## config.mk

```make
export PLATFORM = sky130hd
export DESIGN_NAME = regfile_write_buffer_flat
export DESIGN_NICKNAME = d
export VERILOG_FILES = /design/src/rtl/regfile_write_buffer_pkg.sv /design/src/rtl/regfile_write_buffer_if.sv /design/src/rtl/regfile_write_buffer.sv /design/src/flat_wrapper.sv
export SDC_FILE = /design/constraint.sdc
export NUM_CORES = 1
export LEC_CHECK = 0
export BUFFER_PORTS_ARGS = -buffer_cell sky130_fd_sc_hd__buf_2
export CAP_MARGIN = 20
export CORE_MARGIN = 5
export CORE_UTILIZATION = 40
export DETAILED_ROUTE_END_ITERATION = 6
export HOLD_SLACK_MARGIN = 0.08
export PLACE_DENSITY = 0.66
export REMOVE_ABC_BUFFERS = 1
export SETUP_SLACK_MARGIN = 0.02
export SLEW_MARGIN = 25
export SYNTH_ARGS = -nofsm -noshare
export SYNTH_HDL_FRONTEND = slang
export SYNTH_SLANG_ARGS = --single-unit
```

## constraint.sdc

```tcl
create_clock -name clk -period 2.5 [get_ports clk]
set_input_delay 0.25 -clock clk [delete_from_list [all_inputs] [get_ports clk]]
set_output_delay 0.25 -clock clk [all_outputs]
set_load 0.01 [all_outputs]
```

## src/rtl/regfile_write_buffer_pkg.sv

```systemverilog
// rtl/regfile_write_buffer_pkg.sv - shared register-file widths and write-buffer sizing
//   REG_ADDR_LEN : register address width
//   REG_LENGTH   : register data width
//   WB_BUF_DEPTH : write-back buffer depth used by the top-level instance
//   ENABLE/DISABLE : single-bit control levels
package regfile_write_buffer_pkg;

    localparam int REG_ADDR_LEN = 5;
    localparam int REG_LENGTH   = 32;
    localparam int WB_BUF_DEPTH = 4;

    localparam logic ENABLE  = 1'b1;
    localparam logic DISABLE = 1'b0;

endpackage

```

## src/rtl/regfile_write_buffer_if.sv

```systemverilog
// rtl/regfile_write_buffer_if.sv - write-back request handshake into the write buffer
//   valid : request valid (master -> slave)
//   ready : buffer can accept (slave -> master)
//   addr  : destination register (master -> slave)
//   data  : write value (master -> slave)
interface regfile_write_buffer_if
    import regfile_write_buffer_pkg::*;
#(
    parameter int ADDR_W = REG_ADDR_LEN,
    parameter int DATA_W = REG_LENGTH
);

    logic              valid;
    logic              ready;
    logic [ADDR_W-1:0] addr;
    logic [DATA_W-1:0] data;

    modport master (output valid, output addr, output data, input ready);
    modport slave  (input valid, input addr, input data, output ready);

endinterface

```

## src/rtl/regfile_write_buffer.sv

```systemverilog
// rtl/regfile_write_buffer.sv - in-order write-back FIFO in front of the RegFile write port with bypass lookup
//   clk, rst           : clock, synchronous active-high reset
//   req (slave)        : write request handshake (valid/ready/addr/data)
//   stall              : hold the head entry this cycle
//   we, wAddr, wData   : RegFile write port, driven from the head entry
//   rdA_*, rdB_*       : bypass lookups, youngest pending value of a register
//   count, empty       : occupancy
module regfile_write_buffer
    import regfile_write_buffer_pkg::*;
#(
    parameter int DEPTH  = WB_BUF_DEPTH,
    parameter int ADDR_W = REG_ADDR_LEN,
    parameter int DATA_W = REG_LENGTH
) (
    input  logic                    clk,
    input  logic                    rst,
    regfile_write_buffer_if.slave   req,
    input  logic                    stall,
    output logic                    we,
    output logic [ADDR_W-1:0]       wAddr,
    output logic [DATA_W-1:0]       wData,
    input  logic [ADDR_W-1:0]       rdA_addr,
    input  logic [ADDR_W-1:0]       rdB_addr,
    output logic                    rdA_hit,
    output logic                    rdB_hit,
    output logic [DATA_W-1:0]       rdA_data,
    output logic [DATA_W-1:0]       rdB_data,
    output logic [$clog2(DEPTH):0]  count,
    output logic                    empty
);

    localparam int PTR_W = $clog2(DEPTH);
    localparam int CNT_W = PTR_W + 1;

    logic [ADDR_W-1:0] addr_q [DEPTH];
    logic [DATA_W-1:0] data_q [DEPTH];
    logic [PTR_W-1:0]  wr_ptr;
    logic [PTR_W-1:0]  rd_ptr;

    logic accept;
    logic push;
    logic pop;

    // Ready depends only on registered occupancy; a same-cycle pop never
    // reopens a full buffer.
    assign req.ready = (count < CNT_W'(DEPTH));
    assign empty     = (count == '0);

    assign accept = req.valid && req.ready;
    // Writes to $0 complete the handshake but are dropped.
    assign push   = accept && (req.addr != '0);

    assign we    = !empty && !stall;
    assign pop   = we;
    assign wAddr = we ? addr_q[rd_ptr] : '0;
    assign wData = we ? data_q[rd_ptr] : '0;

    always_ff @(posedge clk) begin
        if (rst) begin
            wr_ptr <= '0;
            rd_ptr <= '0;
            count  <= '0;
        end else begin
            if (push) begin
                wr_ptr <= wr_ptr + 1'b1;
            end
            if (pop) begin
                rd_ptr <= rd_ptr + 1'b1;
            end
            case ({push, pop})
                2'b10:   count <= count + 1'b1;
                2'b01:   count <= count - 1'b1;
                default: count <= count;
            endcase
        end
    end

    always_ff @(posedge clk) begin
        if (!rst && push) begin
            addr_q[wr_ptr] <= req.addr;
            data_q[wr_ptr] <= req.data;
        end
    end

    // Walk entries from oldest (read pointer) to youngest; a later match
    // overwrites an earlier one so the youngest pending value wins.
    always_comb begin
        logic [PTR_W-1:0] idx;
        idx      = '0;
        rdA_hit  = 1'b0;
        rdA_data = '0;
        rdB_hit  = 1'b0;
        rdB_data = '0;
        for (int k = 0; k < DEPTH; k++) begin
            idx = rd_ptr + PTR_W'(k);
            if (CNT_W'(k) < count) begin
                if ((rdA_addr != '0) && (addr_q[idx] == rdA_addr)) begin
                    rdA_hit  = 1'b1;
                    rdA_data = data_q[idx];
                end
                if ((rdB_addr != '0) && (addr_q[idx] == rdB_addr)) begin
                    rdB_hit  = 1'b1;
                    rdB_data = data_q[idx];
                end
            end
        end
    end

endmodule

```

## src/flat_wrapper.sv

```systemverilog
// flat-port wrapper written by rule: the top's interface ports become plain ports
module regfile_write_buffer_flat import regfile_write_buffer_pkg::*;
#(
    parameter int DEPTH  = WB_BUF_DEPTH,
    parameter int ADDR_W = REG_ADDR_LEN,
    parameter int DATA_W = REG_LENGTH
)
  (clk, rst, stall, we, wAddr, wData, rdA_addr, rdB_addr, rdA_hit, rdB_hit, rdA_data, rdB_data, count, empty, req_valid, req_addr, req_data, req_ready);
  regfile_write_buffer_if #(.ADDR_W(ADDR_W), .DATA_W(DATA_W)) req_i ();
  input  logic clk;
  input  logic rst;
  input  logic stall;
  output logic we;
  output logic [ADDR_W-1:0] wAddr;
  output logic [DATA_W-1:0] wData;
  input  logic [ADDR_W-1:0] rdA_addr;
  input  logic [ADDR_W-1:0] rdB_addr;
  output logic rdA_hit;
  output logic rdB_hit;
  output logic [DATA_W-1:0] rdA_data;
  output logic [DATA_W-1:0] rdB_data;
  output logic [$clog2(DEPTH):0] count;
  output logic empty;
  input wire logic [$bits(req_i.valid)-1:0] req_valid;
  input wire logic [$bits(req_i.addr)-1:0] req_addr;
  input wire logic [$bits(req_i.data)-1:0] req_data;
  output wire logic [$bits(req_i.ready)-1:0] req_ready;
  assign req_i.valid = req_valid;
  assign req_i.addr = req_addr;
  assign req_i.data = req_data;
  assign req_ready = req_i.ready;
  regfile_write_buffer #(.DEPTH(DEPTH), .ADDR_W(ADDR_W), .DATA_W(DATA_W)) u_core (.clk(clk), .rst(rst), .req(req_i), .stall(stall), .we(we), .wAddr(wAddr), .wData(wData), .rdA_addr(rdA_addr), .rdB_addr(rdB_addr), .rdA_hit(rdA_hit), .rdB_hit(rdB_hit), .rdA_data(rdA_data), .rdB_data(rdB_data), .count(count), .empty(empty));
endmodule
```

==> metrics.cfg <==
[setup_path]
critPathCaptureType = output pin
cp_num_buf_inv = 4
crit_slowest_cell = mux4_2
critical_path_arrival_ns = 3.20
critPathMaxFanout = 11
path_cells = mux4_2 -> buf_4 -> xnor2_1 -> nand3_2 -> a311oi_4 -> buf_12 -> buf_12 -> a221oi_1 -> o31ai_1 -> buf_2
startpoint_type = register
regToRegSetupSlack_ns = 0.45
crit_top_cell = buf_12
critical_path_class = reg -> out
crit_family = compound AO/OA/AOI/OAI gates
r2r_end = u_core.count[2]$_SDFFE_PP0P_
worstPathRequired_ns = 2.25
slowest_delay_ns = 0.54
r2r_start = u_core.count[1]$_SDFFE_PP0P_
rr_worst_depth = 10

[grt]
grt.total_usage = 0.221
grt_overflow = 0
grt_pass1_wl_mm = 57.2
grt_pass1_vias = 9997
grt_max_degree = 67
antenna_found_initial = 0

[timing]
fin_worst_skew_ns = 0.0125
drv_slew = 0
slew_headroom = 0.557
fmaxAchievable_ghz = 0.290
finalCritPeriodShare = 1.38
rsz0062_at_grt = yes
worst_slew_pin_slew_ns = 0.664
setup_viol = 66
final.min_clock_period_ns = 3.45
final_hold_viol_count = 0
whs_ns = 0.116
worst_slack_ns = -0.946

[final_layout]
seqCellArea_sq_mm = 0.00464
final_common_cell = buf_2
final_util = 0.572
syn_to_final_growth_pct = 41.1
fin_cells = 1712
nFillCells = 2276
diodes = 0
fin_nets = 1374
drive_above_1_share = 0.497
multi_input_area_sq_mm = 0.00720
layout_common_cells = buf_2, edfxtp_1, buf_4, nand2_1, mux4_2
postLayoutCellArea_sq_mm = 0.0164

[routing]
avgViaCountPerCell = 6.00
first_pass_iters = 5
ant_nets = 0
drtIter0Drc = 1040
via_count = 10300
routed_wirelength_mm = 38.7
drt_drc_violations_left = 0
wl_per_cell_um = 22.6

[floorplanning]
initial_core_util = 0.406
rows = 62
io_pins = 160
coreArea_sq_mm = 0.0287
die_h_um = 181
dieArea_sq_mm = 0.0326
dieWidth_um = 181

[cts]
cts_tree = done
cts_max_path_buffers = 2
cts_made_buffers = 17
cts.clk_slew.worst_paths_ns = 0.07
clkLatencyLatePin_ns = 0.43
cts.sinks = 157
root_buffer = clkbuf_16
htreeDepth = 4

[power_and_ir_drop]
ir_worst_vdd_uv = 657
power_density_mw_per_mm2 = 728
p_leak_nw = 5.90

[min_path]
worstHoldPathCells = 2
worstHoldPathType = in -> reg
min-delay-start = rst

[placed_design]
dpl.hpwl_mm = 24.9
placedInstanceArea_sq_mm = 0.0139
dp.cells = 1594
gp_congestion = 0.893
port_buffers = 159

[synthesis]
ys_warn_count = 0
ys_ff_latch = 157
syn_inst = 993
ys_async_sr_fraction = 0
netlist_area_sq_mm = 0.0116
synth_enable_flop_cells = 148
synth_cell_types = 50
synth_seq_area_share = 0.397
synth-main-ff-cell = edfxtp_1
avgSynthCellArea_sq_um = 11.7

[outcome]
outcome = complete, but fails checks
violations = setup timing

[job]
cap_violations = 0

==> worst max path at each step <==
stage                             startpoint  cells past startpoint      endpoint
3_3_place_gp   u_core.rd_ptr[0]$_SDFFE_PP0P_                     10   rdA_data[0]
5_1_grt        u_core.rd_ptr[0]$_SDFFE_PP0P_                     13  rdA_data[30]
2_1_floorplan  u_core.rd_ptr[0]$_SDFFE_PP0P_                      7   rdB_data[0]
3_5_place_dp   u_core.rd_ptr[0]$_SDFFE_PP0P_                     10   rdA_data[0]
6_report       u_core.addr_q[3][3]$_DFFE_PP_                     10   rdA_data[8]
4_1_cts        u_core.rd_ptr[0]$_SDFFE_PP0P_                     12   rdA_data[0]
==> cell families after synthesis <==
group / synth area share
AOI/OAI and AO/OA: 0.0939
buffers and inverters: 0.0522
and+or+nand+nor: 0.105
xor gates and xnor gates: 0.0308
muxes: 0.312
adders and majority gates: 0.00860
DFF: 0.397
==> registers in the layout, indices dropped and copies added, names as in the netlist, named ones only <==
name,cells
u_core.data_q,128
u_core.count,3
u_core.wr_ptr,2
u_core.addr_q,20
u_core.rd_ptr,2
==> stage by stage <==
step	worst slack [ns]	total power (W)	setup TNS, ns
detailed placement	-0.522	0.00870	-25.49
global route	-1.05	0.0126	-64.33
CTS	-0.892	0.0116	-52.94
floorplan	-6.11	0.00643	-431.00
finish	-0.946	0.0120	-55.77
global placement	-0.487	0.00862	-24.66
==> repair_timing <==
| action | 4_1_cts | 5_1_grt |
|---|---|---|
| endpoints found under the setup margin | 91 | 93 |
| cloned | 7 | 5 |
| pin swaps | 28 | 40 |
| hold buffers | 37 | 0 |
| buffers inserted | 28 | 14 |
| resized for setup | 92 | 125 |
| endpoints found under the hold margin | 148 | 0 |
==> Yosys cell counts (3+ instances only) <==
cell | n | share of area
edfxtp_1 | 148 | 0.38
nand2_1 | 129 | 0.042
mux4_2 | 109 | 0.21
nor2_1 | 104 | 0.034
mux2i_1 | 77 | 0.066
clkbuf_1 | 49 | 0.016
o21ai_0 | 39 | 0.017
inv_1 | 38 | 0.012
mux2_2 | 36 | 0.035
xnor2_1 | 31 | 0.023
o221ai_1 | 29 | 0.022
a221oi_1 | 28 | 0.021
o31ai_1 | 28 | 0.018
buf_2 | 24 | 0.010
buf_1 | 13 | 0.0042
and2_1 | 12 | 0.0064
xor2_1 | 10 | 0.0075
buf_6 | 9 | 0.0087
dfxtp_1 | 9 | 0.015
ha_1 | 8 | 0.0086
a21oi_1 | 6 | 0.0026
nand4_1 | 6 | 0.0032
nor3_1 | 5 | 0.0021
o21ai_1 | 5 | 0.0021
a221o_1 | 4 | 0.0034
nand3_1 | 4 | 0.0017
or3_1 | 4 | 0.0021
a211oi_1 | 3 | 0.0019
nor4b_2 | 3 | 0.0039
==> area by class of cell <==
class	count	area share
multi-input cells	701	0.439
flip-flops and latches	157	0.283
repair buffers	399	0.206
well taps	384	0.0292
clock buffers	17	0.0259
clock inverters	15	0.00906
inverters	39	0.00891
==> per-layer routing <==
layer  track usage  part of all wire
met5             0                 0
met4        0.0569             0.021
met3        0.0369             0.074
met2         0.379              0.51
met1         0.293              0.40
==> report_power, final <==
part           leakage [nW]  internal (W)  switching, W
combinational          4.21       0.00306       0.00312
clock                 0.273       0.00140       0.00113
sequential             1.42       0.00308      0.000165
Note: power is estimated with default switching activity, not from simulation.
